<file path="config.mk">
export PLATFORM = sky130hd
export DESIGN_NAME = vec_result_collector
export DESIGN_NICKNAME = d
export VERILOG_FILES = /design/src/rtl/vec_result_collector.sv
export SDC_FILE = /design/constraint.sdc
export NUM_CORES = 1
export LEC_CHECK = 0
export BUFFER_PORTS_ARGS = -buffer_cell sky130_fd_sc_hd__buf_4
export CAP_MARGIN = 20
export CORE_MARGIN = 4
export CORE_UTILIZATION = 37
export DETAILED_ROUTE_END_ITERATION = 7
export HOLD_SLACK_MARGIN = 0.05
export SETUP_SLACK_MARGIN = 0.1
export SLEW_MARGIN = 15
export SYNTH_ARGS = -nofsm -noshare
export SYNTH_HDL_FRONTEND = slang
export SYNTH_SLANG_ARGS = --single-unit
</file>
<file path="constraint.sdc">
create_clock -name clk -period 22.9 [get_ports clk]
set_clock_uncertainty 0.15 [all_clocks]
set_input_delay 3.435 -clock clk [delete_from_list [all_inputs] [get_ports clk]]
set_output_delay 3.435 -clock clk [all_outputs]
set_load 0.005 [all_outputs]
</file>
<file path="src/rtl/vec_result_collector.sv">
// Gathers per-lane vec_alu result chunks into one VLEN-bit destination vector
// and hands the finished vector to the regfile write port with a valid/ready handshake.
module vec_result_collector #(
  parameter int VLEN       = 128,
  parameter int LANE_WIDTH = 3,
  parameter int MAX_LANES  = 4
) (
  input  logic                      clk,
  input  logic                      resetn,
  input  logic                      start,
  input  logic [2:0]                vsew,
  input  logic [1:0]                nb_lanes,
  input  logic [MAX_LANES-1:0]      lane_valid,
  input  logic [MAX_LANES*64-1:0]   lane_vd,
  input  logic [MAX_LANES*10-1:0]   lane_idx,
  output logic [VLEN-1:0]           vd,
  output logic                      busy,
  output logic                      wb_valid,
  input  logic                      wb_ready,
  output logic                      err
);

  localparam int CNT_W = $clog2(VLEN / 8) + 1;

  typedef logic [VLEN-1:0]  vec_t;
  typedef logic [CNT_W-1:0] cnt_t;
  typedef enum logic [1:0] {IDLE, COLLECT, WB} state_t;

  state_t     state_q, state_d;
  vec_t       vd_d;
  cnt_t       cnt_q, cnt_d;
  logic [1:0] sew_q, sew_d;
  logic [2:0] na_q, na_d;
  logic       err_d;

  // Chunk geometry derived from the latched element width.
  logic [2:0]  cw_log2;
  logic [9:0]  cw;
  logic [63:0] cw_mask;
  cnt_t        tot;

  always_comb begin
    cw_log2 = 3'(LANE_WIDTH);
    if ({1'b0, sew_q} + 3'd3 < 3'(LANE_WIDTH)) cw_log2 = {1'b0, sew_q} + 3'd3;
    cw      = 10'd1 << cw_log2;
    cw_mask = (64'd1 << cw) - 64'd1;
    tot     = cnt_t'(VLEN >> cw_log2);
  end

  logic [9:0]                  idx;
  logic                        legal;
  logic [MAX_LANES-1:0]        taken;
  logic [MAX_LANES-1:0][9:0]   taken_idx;

  // NOTE: every variable driven here gets a default first, so no path can infer a latch.
  always_comb begin
    state_d   = state_q;
    vd_d      = vd;
    cnt_d     = cnt_q;
    sew_d     = sew_q;
    na_d      = na_q;
    err_d     = err;
    idx       = '0;
    legal     = 1'b0;
    taken     = '0;
    taken_idx = '0;

    unique case (state_q)
      IDLE: begin
        if (start) begin
          if (vsew <= 3'd3) begin
            vd_d    = '0;
            cnt_d   = '0;
            err_d   = 1'b0;
            sew_d   = vsew[1:0];
            na_d    = (nb_lanes == 2'd0) ? 3'd1 : (nb_lanes == 2'd1) ? 3'd2 : 3'd4;
            state_d = COLLECT;
          end else begin
            err_d = 1'b1;
          end
        end
      end

      COLLECT: begin
        // Lanes are visited in ascending order so the highest lane wins a shared index.
        for (int i = 0; i < MAX_LANES; i++) begin
          if (i < int'(na_q) && lane_valid[i]) begin
            idx   = lane_idx[i*10 +: 10];
            legal = ((idx & (cw - 10'd1)) == 10'd0) && (int'(idx) + int'(cw) <= VLEN);
            if (!legal || cnt_d >= tot) begin
              err_d = 1'b1;
            end else begin
              for (int j = 0; j < i; j++)
                if (taken[j] && taken_idx[j] == idx) err_d = 1'b1;
              taken[i]     = 1'b1;
              taken_idx[i] = idx;
              vd_d  = (vd_d & ~(vec_t'(cw_mask) << idx))
                    | (vec_t'(lane_vd[i*64 +: 64] & cw_mask) << idx);
              cnt_d = cnt_d + cnt_t'(1);
            end
          end
        end
        if (cnt_d == tot) state_d = WB;
      end

      WB: begin
        if (wb_ready) state_d = IDLE;
      end

      default: state_d = IDLE;
    endcase
  end

  // NOTE: state registers use non-blocking assignments so all of them update together at the edge.
  always_ff @(posedge clk or negedge resetn) begin
    if (!resetn) begin
      state_q <= IDLE;
      vd      <= '0;
      cnt_q   <= '0;
      sew_q   <= '0;
      na_q    <= '0;
      err     <= 1'b0;
    end else begin
      state_q <= state_d;
      vd      <= vd_d;
      cnt_q   <= cnt_d;
      sew_q   <= sew_d;
      na_q    <= na_d;
      err     <= err_d;
    end
  end

  assign busy     = (state_q != IDLE);
  assign wb_valid = (state_q == WB);

endmodule

</file>
==> flow_results.xml <==
<?xml version="1.0" encoding="UTF-8"?>
<metrics>
  <group name="placement">
    <metric name="io_buffers" unit="">215</metric>
    <metric name="finalWeightedCongestion" unit="">1.06</metric>
    <metric name="dpl.hpwl" unit="mm">106</metric>
    <metric name="dp_worst_setup_slack" unit="ps">7800</metric>
  </group>
  <group name="critical_path">
    <metric name="timing.rr.start" unit="">sew_q[0]$_DFFE_PN0P_</metric>
    <metric name="critPathCapture" unit="">vd[76]$_DFFE_PN0P_</metric>
    <metric name="regToRegSetupSlack" unit="ps">9660</metric>
    <metric name="cp_common_cell" unit="">ha_1</metric>
    <metric name="end_kind" unit="">flip-flop</metric>
    <metric name="timing.critical_path.slowest_cell_delay" unit="ps">630</metric>
    <metric name="crit_arrival" unit="ps">15240</metric>
    <metric name="worstPathRequired" unit="ps">23130</metric>
    <metric name="worst_r2r_dst" unit="">vd[76]$_DFFE_PN0P_</metric>
    <metric name="cell_count_of_the_worst_reg_to_reg_path" unit="">41</metric>
    <metric name="critPathMaxFanout" unit="">49</metric>
    <metric name="critPathLaunch" unit="">lane_idx[4]</metric>
    <metric name="crit_path_class" unit="">in -&gt; reg</metric>
    <metric name="cpMaxStageDelayCell" unit="">and2_1</metric>
    <metric name="crit_path_start_kind" unit="">input pin</metric>
  </group>
  <group name="clock_network">
    <metric name="cts_hold_buf" unit="">0</metric>
    <metric name="clock_buffer_count_from_cts" unit="">17</metric>
    <metric name="cts.htree.levels" unit="">4</metric>
    <metric name="worst_skew_pair_later_pin_latency" unit="ps">510</metric>
    <metric name="clockBufferDepth" unit="">2</metric>
    <metric name="clock-root-buffer" unit="">clkbuf_16</metric>
    <metric name="clock-sinks" unit="">141</metric>
    <metric name="cts_setup_buffers" unit="">0</metric>
    <metric name="clk_pin_slew_worst_paths" unit="ps">80</metric>
    <metric name="cts_tree" unit="">built</metric>
    <metric name="post_cts.resized_instances" unit="">0</metric>
  </group>
  <group name="timing">
    <metric name="fmaxAchievable" unit="GHz">0.0666</metric>
    <metric name="final_hold_slack" unit="ps">363</metric>
    <metric name="finalMaxSlewViolations" unit="">0</metric>
    <metric name="hold_viol" unit="">0</metric>
    <metric name="slew-limit-headroom" unit="%">6.56</metric>
    <metric name="fin_ws" unit="ps">7890</metric>
    <metric name="final_period_minus_worst_setup_slack" unit="ps">15010</metric>
    <metric name="final-setup-viol-count" unit="">0</metric>
    <metric name="totalNegativeSetupSlack" unit="ps">0</metric>
    <metric name="rsz0062_at_grt" unit="">false</metric>
    <metric name="tightestPinTransition" unit="ps">1390</metric>
    <metric name="min_period_over_period" unit="%">65.5</metric>
  </group>
  <group name="power">
    <metric name="ir_drop" unit="mV">0.0654</metric>
    <metric name="power_per_cell_area" unit="nW/um^2">49.8</metric>
    <metric name="power.leakage" unit="uW">0.00886</metric>
  </group>
  <group name="yosys">
    <metric name="synth-edff-count" unit="">0</metric>
    <metric name="yosys-top-cells-area" unit="">dfrtp_1 (17%), o21ai_0 (11%), a21oi_1 (8.3%)</metric>
    <metric name="syn_area_per_cell" unit="sq um">6.58</metric>
    <metric name="ys.warnings.count" unit="">0</metric>
    <metric name="netlist_top_cells_count" unit="">o21ai_0 (474), nand2_1 (380), a21oi_1 (354), nor2_1 (313), clkbuf_1 (202)</metric>
    <metric name="combined_area_of_all_synthesized_cells" unit="sq um">21200</metric>
    <metric name="post-synth-top-area-cell" unit="">dfrtp_1</metric>
    <metric name="main_synth_ff_type" unit="">dfrtp_1</metric>
    <metric name="ys_seq_elements" unit="">141</metric>
    <metric name="synthCells" unit="">3224</metric>
    <metric name="synth_top_cell_area_share" unit="%">16.6</metric>
    <metric name="asyncSetResetFlopFracSynth" unit="%">100</metric>
    <metric name="synth_most_common_cell" unit="">o21ai_0</metric>
    <metric name="synth.distinct_cells" unit="">103</metric>
    <metric name="synth_seq_area_share" unit="%">16.6</metric>
  </group>
  <group name="floorplan">
    <metric name="design.die.area" unit="sq um">61200</metric>
    <metric name="floorplan.die.height" unit="um">247</metric>
    <metric name="placeableCoreArea" unit="sq um">56600</metric>
    <metric name="row_count" unit="">87</metric>
    <metric name="initial_util" unit="%">37.5</metric>
    <metric name="num_io_pins" unit="">440</metric>
    <metric name="fp.dieW" unit="um">247</metric>
  </group>
  <group name="outcome">
    <metric name="run_status" unit="">complete, but fails checks</metric>
    <metric name="failed_checks" unit="">DRC</metric>
  </group>
  <group name="hold_path">
    <metric name="worst_hold_path_type" unit="">reg -&gt; reg</metric>
    <metric name="hold_path_startpoint" unit="">sew_q[1]$_DFFE_PN0P_</metric>
  </group>
  <group name="routing">
    <metric name="detail_route.wl_per_cell" unit="um">33.8</metric>
    <metric name="first_iter_violations" unit="">4278</metric>
    <metric name="vias_per_cell" unit="">6.89</metric>
    <metric name="drc" unit="">3</metric>
    <metric name="ant_nets" unit="">0</metric>
    <metric name="routed-via-count" unit="">28312</metric>
    <metric name="first_pass_iters" unit="">8</metric>
    <metric name="detail_route.wirelength" unit="mm">139</metric>
  </group>
  <group name="grt">
    <metric name="gr-total-overflow" unit="">0</metric>
    <metric name="number_of_antenna_violations_at_the_first_check_in_global_routing" unit="">4</metric>
    <metric name="maximum_number_of_pins_on_one_net_before_global_route_repair" unit="">82</metric>
    <metric name="global_route.usage.total" unit="%">43.6</metric>
    <metric name="first_global_vias" unit="">25147</metric>
    <metric name="wire_length_of_the_first_global_routing_pass" unit="mm">192</metric>
  </group>
  <group name="finish">
    <metric name="layout-drive-gt1-share" unit="%">12.5</metric>
    <metric name="layout_overhead_on_the_synthesized_area" unit="%">14.1</metric>
    <metric name="finalCoreUtilization" unit="%">42.8</metric>
    <metric name="number_of_nets_in_the_finished_design" unit="">3712</metric>
  </group>
  <group name="run">
    <metric name="max_cap_viol_count" unit="">0</metric>
  </group>
</metrics>
report_power, final:
part	switching (uW)	total, uW	leakage (uW)	internal, uW
clock	149	312	0.000284	163
sequential	24.6	285	0.00195	261
combinational	453	607	0.00662	155
total	626	1200	0.00886	578
how the worst min path moves through the flow:
stage | endpoint | depth (start not counted) | slack, ps
global route | sew_q[1]$_DFFE_PN0P_ | 1 | 390
detailed placement | vd[52]$_DFFE_PN0P_ | 1 | 350
floorplan | na_q[0]$_DFFE_PN0P_ | 2 | 320
global placement | sew_q[1]$_DFFE_PN0P_ | 1 | 350
finish | sew_q[1]$_DFFE_PN0P_ | 1 | 360
CTS | sew_q[1]$_DFFE_PN0P_ | 1 | 370
state kept, by name (all words and copies together), names as in the netlist:
signal / count
cnt_q: 5
err: 1
na_q: 3
sew_q: 2
state_q: 2
vd: 128
cells in the final DEF (no fill, tap or decap), types with 15 or more instances in the layout:
cell	netlist	layout
xor2_1	28	28
a21oi_1	354	354
a221o_1	37	37
a221oi_1	40	40
or2_2	32	32
nor2b_1	24	23
o221ai_1	22	22
o31ai_1	20	20
a21boi_0	16	16
mux2i_1	28	27
nand2b_1	65	64
a21o_1	19	19
and3_1	39	39
o21ai_0	474	473
inv_1	42	42
nand4_1	24	24
dfrtp_1	141	141
clkbuf_16	0	17
nor4_1	26	25
o22ai_1	100	99
mux2_2	28	28
o21a_1	37	37
a22oi_1	67	67
ha_1	63	63
xnor2_1	44	44
o22a_1	15	15
nand2_1	380	380
buf_4	2	274
or3_1	22	22
nor3_1	58	53
a31oi_1	42	42
nand3_1	106	106
and2_1	31	31
conb_1	2	52
a22o_1	35	35
nor2_1	313	313
o211ai_1	22	22
routing by layer:
| metal | part of all wire [%] | wire (um) | track usage, % |
|---|---|---|---|
| met1 | 42 | 57700 | 60.5 |
| met2 | 40 | 55600 | 61.7 |
| met3 | 13 | 18200 | 14.3 |
| met4 | 5.2 | 7260 | 18.3 |
| met5 | 0.030 | 41 | 0 |
worst max-delay path, delay by kind of cell:
kind | cells | cell delay, ps
compound gates | 15 | 4070
simple gates | 13 | 4360
buf+inv | 3 | 840
fa+ha+maj | 4 | 1220
xor+xnor | 1 | 400
mux | 2 | 870
area by class of cell:
class	count	area [sq um]
antenna	4	10.0
clock buffer	18	429
clock inverter	14	158
fill	6155	32400
inverter	54	208
multi-input combinational	2843	16800
sequential	141	3530
tap	756	946
timing repair buffer	279	2100
cells by family (layout without fill, tap and decap cells):
group / count (synthesis) / count (layout) / share of synthesized area [%]
AO/OA/AOI/OAI: 1411 / 1411 / 41.2
XOR/XNOR: 79 / 79 / 3.62
adder cells (fa/ha/maj): 70 / 70 / 4.23
buffers and inverters: 290 / 365 / 5.29
flip-flops: 141 / 141 / 16.6
multiplexers: 58 / 58 / 2.95
other: 2 / 56 / 0.0354
AND/OR/NAND/NOR: 1173 / 1173 / 26.0
metrics by stage:
step,power [uW],area (sq um),std cells
finish,1200,24200,4109
global route,1240,24200,4105
CTS,1170,24100,4100
detailed placement,860,23600,4068
global placement,861,23500,4066
floorplan,639,21400,3274
Note: power is estimated with default switching activity, not from simulation.
